[src/rtl/arith_pkg.sv]
// Shared arithmetic definitions for the iterative square / square-root blocks:
// FSM state encodings, default operand width and counter sizing.
package arith_pkg;

  localparam int DEFAULT_WIDTH = 8;

  localparam logic [0:0] IDLE = 1'b0;
  localparam logic [0:0] WORK = 1'b1;

  // One extra bit so the step counter can reach WIDTH without wrapping.
  function automatic int cnt_width(input int width);
    return $clog2(width) + 1;
  endfunction

endpackage

[src/rtl/square_seq_if.sv]
// Start/busy handshake bundle shared by the square and square-root blocks.
// The controller drives the master side; the arithmetic block is the slave.
interface square_seq_if #(
  parameter int WIDTH = arith_pkg::DEFAULT_WIDTH
);

  logic [WIDTH-1:0]   x_bi;
  logic               start_i;
  logic               busy_o;
  logic               done_o;
  logic [2*WIDTH-1:0] y_bo;

  modport master (
    output x_bi, start_i,
    input  busy_o, done_o, y_bo
  );

  modport slave (
    input  x_bi, start_i,
    output busy_o, done_o, y_bo
  );

endinterface

[src/rtl/square_seq.sv]
// Sequential squarer y = x*x: radix-2 shift-add, one partial product per clock.
// Operand is captured on an accepted start; the result lands with a one-cycle done pulse.
module square_seq
  import arith_pkg::*;
#(
  parameter int WIDTH = DEFAULT_WIDTH
) (
  input  logic       clk_i,
  input  logic       rst_i,
  square_seq_if.slave sq
);

  localparam int CW = cnt_width(WIDTH);

  logic [0:0]         state_q, state_d;
  logic [WIDTH-1:0]   x_q, x_d;
  logic [2*WIDTH-1:0] acc_q, acc_d;
  logic [2*WIDTH-1:0] y_q, y_d;
  logic [CW-1:0]      cnt_q, cnt_d;
  logic               done_q, done_d;

  logic [WIDTH-1:0]   x_shr;
  logic [2*WIDTH-1:0] x_ext;
  logic [2*WIDTH-1:0] sum;
  logic               last;

  // Current partial product is folded into the sum combinationally, so the
  // last step can write y directly instead of waiting one more cycle.
  assign x_shr = x_q >> cnt_q;
  assign x_ext = {{WIDTH{1'b0}}, x_q};
  assign sum   = x_shr[0] ? acc_q + (x_ext << cnt_q) : acc_q;
  assign last  = (cnt_q == CW'(WIDTH - 1));

  always_comb begin
    // NOTE: every signal gets a default here so no path leaves it unassigned,
    // which would otherwise infer a latch.
    state_d = state_q;
    x_d     = x_q;
    acc_d   = acc_q;
    y_d     = y_q;
    cnt_d   = cnt_q;
    done_d  = 1'b0;

    case (state_q)
      IDLE: begin
        if (sq.start_i) begin
          x_d     = sq.x_bi;
          acc_d   = '0;
          cnt_d   = '0;
          state_d = WORK;
        end
      end
      WORK: begin
        acc_d = sum;
        cnt_d = cnt_q + CW'(1);
        if (last) begin
          y_d     = sum;
          done_d  = 1'b1;
          state_d = IDLE;
        end
      end
      default: state_d = IDLE;
    endcase
  end

  // NOTE: state registers use non-blocking assignments so every flop samples
  // the pre-edge values, independent of statement order.
  always_ff @(posedge clk_i or posedge rst_i) begin
    if (rst_i) begin
      state_q <= IDLE;
      x_q     <= '0;
      acc_q   <= '0;
      y_q     <= '0;
      cnt_q   <= '0;
      done_q  <= 1'b0;
    end else begin
      state_q <= state_d;
      x_q     <= x_d;
      acc_q   <= acc_d;
      y_q     <= y_d;
      cnt_q   <= cnt_d;
      done_q  <= done_d;
    end
  end

  assign sq.busy_o = state_q[0];
  assign sq.done_o = done_q;
  assign sq.y_bo   = y_q;

endmodule

[src/flat_wrapper.sv]
// flat-port wrapper written by rule: the top's interface ports become plain ports
module square_seq_flat import arith_pkg::*;
#(
  parameter int WIDTH = DEFAULT_WIDTH
)
  (clk_i, rst_i, sq_x_bi, sq_start_i, sq_busy_o, sq_done_o, sq_y_bo);
  square_seq_if #(.WIDTH(WIDTH)) sq_i ();
  input  logic clk_i;
  input  logic rst_i;
  input wire logic [$bits(sq_i.x_bi)-1:0] sq_x_bi;
  input wire logic [$bits(sq_i.start_i)-1:0] sq_start_i;
  output wire logic [$bits(sq_i.busy_o)-1:0] sq_busy_o;
  output wire logic [$bits(sq_i.done_o)-1:0] sq_done_o;
  output wire logic [$bits(sq_i.y_bo)-1:0] sq_y_bo;
  assign sq_i.x_bi = sq_x_bi;
  assign sq_i.start_i = sq_start_i;
  assign sq_busy_o = sq_i.busy_o;
  assign sq_done_o = sq_i.done_o;
  assign sq_y_bo = sq_i.y_bo;
  square_seq #(.WIDTH(WIDTH)) u_core (.clk_i(clk_i), .rst_i(rst_i), .sq(sq_i));
endmodule
[config.mk]
export PLATFORM = sky130hd
export DESIGN_NAME = square_seq_flat
export DESIGN_NICKNAME = d
export VERILOG_FILES = /design/src/rtl/arith_pkg.sv /design/src/rtl/square_seq_if.sv /design/src/rtl/square_seq.sv /design/src/flat_wrapper.sv
export SDC_FILE = /design/constraint.sdc
export NUM_CORES = 1
export LEC_CHECK = 0
export CORE_MARGIN = 1
export CORE_UTILIZATION = 45
export CTS_CLUSTER_SIZE = 12
export DETAILED_ROUTE_END_ITERATION = 16
export DONT_BUFFER_PORTS = 1
export GPL_ROUTABILITY_DRIVEN = 0
export PLACE_DENSITY = 0.7
export SLEW_MARGIN = 15
export SYNTH_ARGS = -nofsm -noshare
export SYNTH_HDL_FRONTEND = slang
export SYNTH_SLANG_ARGS = --single-unit
[constraint.sdc]
create_clock -name clk_i -period 4.1 [get_ports clk_i]
set_input_delay 0.615 -clock clk_i [delete_from_list [all_inputs] [get_ports clk_i]]
set_output_delay 0.615 -clock clk_i [all_outputs]
set_load 0.02 [all_outputs]
==> impl_metrics.toml <==
[die]
std_cell_rows = 29
die_area_sq_mm = 0.00711
fp.coreArea_sq_mm = 0.00646
fp.dieW_um = 84.3
die_h_um = 84.3
initial_core_util = 0.472
num_io_pins = 29

[clocking]
cts_tree = "done"
cts-root-buf = "clkbuf_8"
ctsHtreeMaxLevel = 2
post-cts-setup-buffers = 0
clk_latency_ns = 0.30
clockBufferDepth = 2
numCtsBuffers = 5
cts-resized-gates = 0
cts_hold_buf = 0
path_clk_slew_ns = 0.09
cts.sink_count = 46

[flow_run]
maxCapViolCount = 0

[sta]
final_hold_viol_count = 0
maxSlewHeadroom = 0.373
fin_crit_sh = 0.861
fin_tns_setup_ns = 0
fin_crit_ns = 3.53
clock.fmax_mhz = 283
setup_viol_count_final = 0
rsz0062_at_grt = "no"
fin_skew_ns = 0.00717
tightest_slew_ns = 0.939
slew_violations = 0
hold_slack_ns = 0.391

[setup_path]
arrival_ns = 3.72
cp_max_fo = 23
rrSetupSlack_ns = 0.57
cp-start-kind = "register"
rr_endpoint = "u_core.sq.y_bo[14]"
crit_type = "reg -> reg"
crit_required_ns = 4.28
reg2regPathDepth = 10
crit_path_end_kind = "register"
reg2reg_from = "u_core.cnt_q[1]"

[status]
violations = "DRC"
status = "complete, but fails checks"

[detailed_routing]
drtAntennaViolNets = 0
avgViaCountPerCell = 5.92
wirelength_mm = 6.86
drc = 4
first_iter_violations = 165
wl_per_cell_um = 16.3
drt-pass1-iter-count = 10
vias = 2494

[place]
io_buffers = 0
dp_hpwl_mm = 4.98

[synth]
yosys-top-cells-count = "53 x nand2_1, 46 x dfrtp_1, 36 x a21oi_1"
synth-seq-area-share = 0.378
syn_avg_cell_area_sq_um = 8.73
synth_top_area_share = 0.378
syn_inst = 349
synth_edf_count = 0
yosysWarnings = 0
ys_top_cells_by_area = "dfrtp_1 38%, ha_1 6.6%, nand2_1 6.5%"
ys_seq_elements = 46
synth_most_common_cell = "nand2_1"
yosysTopAreaCell = "dfrtp_1"
synth.cell_area_sq_mm = 0.00305
ys_types = 44
syn-num-nets = 377
ys.flop_type = "dfrtp_1"
ys_async_sr_fraction = 1.00

[global_route]
grt_pass1_vias = 2398
grt_first_pass_wirelength_mm = 11.6
use_met2 = 0.315
busiest_layer = "met2"
grt_max_degree = 47
grt.total_usage = 0.205
gr-total-overflow = 0
grt_use_met3 = 0.0462
use_met1 = 0.282
antenna_found_initial = 0

[final_layout]
finalNetCount = 371
fin_util = 0.502
area_growth_pct = 6.36
post_route_cells_drive_above_1_share = 0.0930
diodes = 0

[hold_path]
holdCritPathClass = "in -> async"
per-layer routing:
metal / vias up / wire, um
met3: 8 / 365
li1: 1245 / -
met1: 1184 / 3320
met2: 57 / 3080
met4: 0 / 99
met5: - / 0
per-stage QoR:
stage	area [sq um]	worst slack [ns]	instances
5_1_grt	3240	0.375	421
3_3_place_gp	3100	0.710	413
3_5_place_dp	3100	0.622	413
6_report	3240	0.568	421
4_1_cts	3240	0.606	421
2_1_floorplan	3050	0.853	349
sequential cells by signal, indices dropped and copies added, names as in the netlist:
name	cells
u_core.acc_q	16
u_core.cnt_q	4
u_core.sq.busy_o	1
u_core.sq.done_o	1
u_core.sq.y_bo	16
u_core.x_q	8
worst max-delay path by stage:
stage | startpoint | endpoint | slack (ns) | cells after the start
2_1_floorplan | u_core.cnt_q[0] | u_core.sq.y_bo[14] | 0.85 | 14
3_3_place_gp | u_core.cnt_q[1] | u_core.sq.y_bo[14] | 0.71 | 10
3_5_place_dp | u_core.cnt_q[1] | u_core.sq.y_bo[14] | 0.62 | 10
4_1_cts | u_core.cnt_q[1] | u_core.sq.y_bo[14] | 0.61 | 10
5_1_grt | u_core.cnt_q[0] | u_core.sq.y_bo[14] | 0.37 | 13
6_report | u_core.cnt_q[1] | u_core.sq.y_bo[14] | 0.57 | 10
kinds of logic (layout without fill, tap and decap cells):
| kind of cell | Yosys count | after routing | share of synthesized area |
|---|---|---|---|
| AO/OA/AOI/OAI | 103 | 103 | 0.201 |
| AND/OR/NAND/NOR | 120 | 120 | 0.176 |
| multiplexers | 25 | 25 | 0.103 |
| buffers and inverters | 26 | 21 | 0.0357 |
| XOR/XNOR | 12 | 12 | 0.0345 |
| adder cells (fa/ha/maj) | 17 | 17 | 0.0722 |
| flip-flops | 46 | 46 | 0.378 |
placed cells by master, fill, tap and decap left out, drive strengths merged, types with 7 or more instances in the layout:
| cell | Yosys | routed |
|---|---|---|
| a21oi | 36 | 36 |
| xnor2 | 7 | 7 |
| nand3 | 20 | 20 |
| nor2 | 24 | 24 |
| inv | 9 | 9 |
| mux2i | 9 | 9 |
| mux2 | 12 | 12 |
| dfrtp | 46 | 46 |
| ha | 16 | 16 |
| nand2 | 53 | 53 |
| o21ai | 34 | 34 |
critical path, stage by stage, from the launching register on:
cell and delay, ns:
dfrtp_1 0.64, or3b_2 0.61, a21oi_1 0.20, and2_1 0.16, ha_1 0.27, a21o_1 0.21
a221oi_2 0.44, o22ai_1 0.19, a2111o_1 0.42, a31oi_1 0.18, o21ai_1 0.08
final cells by class:
cell class / instances / area, sq um
clock inverters: 2 / 60.1
multi-input cells: 277 / 1790
fillers: 618 / 3220
flip-flops and latches: 46 / 1150
well taps: 77 / 96.3
repair buffers: 4 / 30.0
clock buffers: 6 / 82.6
inverters: 9 / 33.8
Power is left out: the tool's default activity adds up to more than one toggle a clock period on the data nets, which glitch-free logic cannot reach.
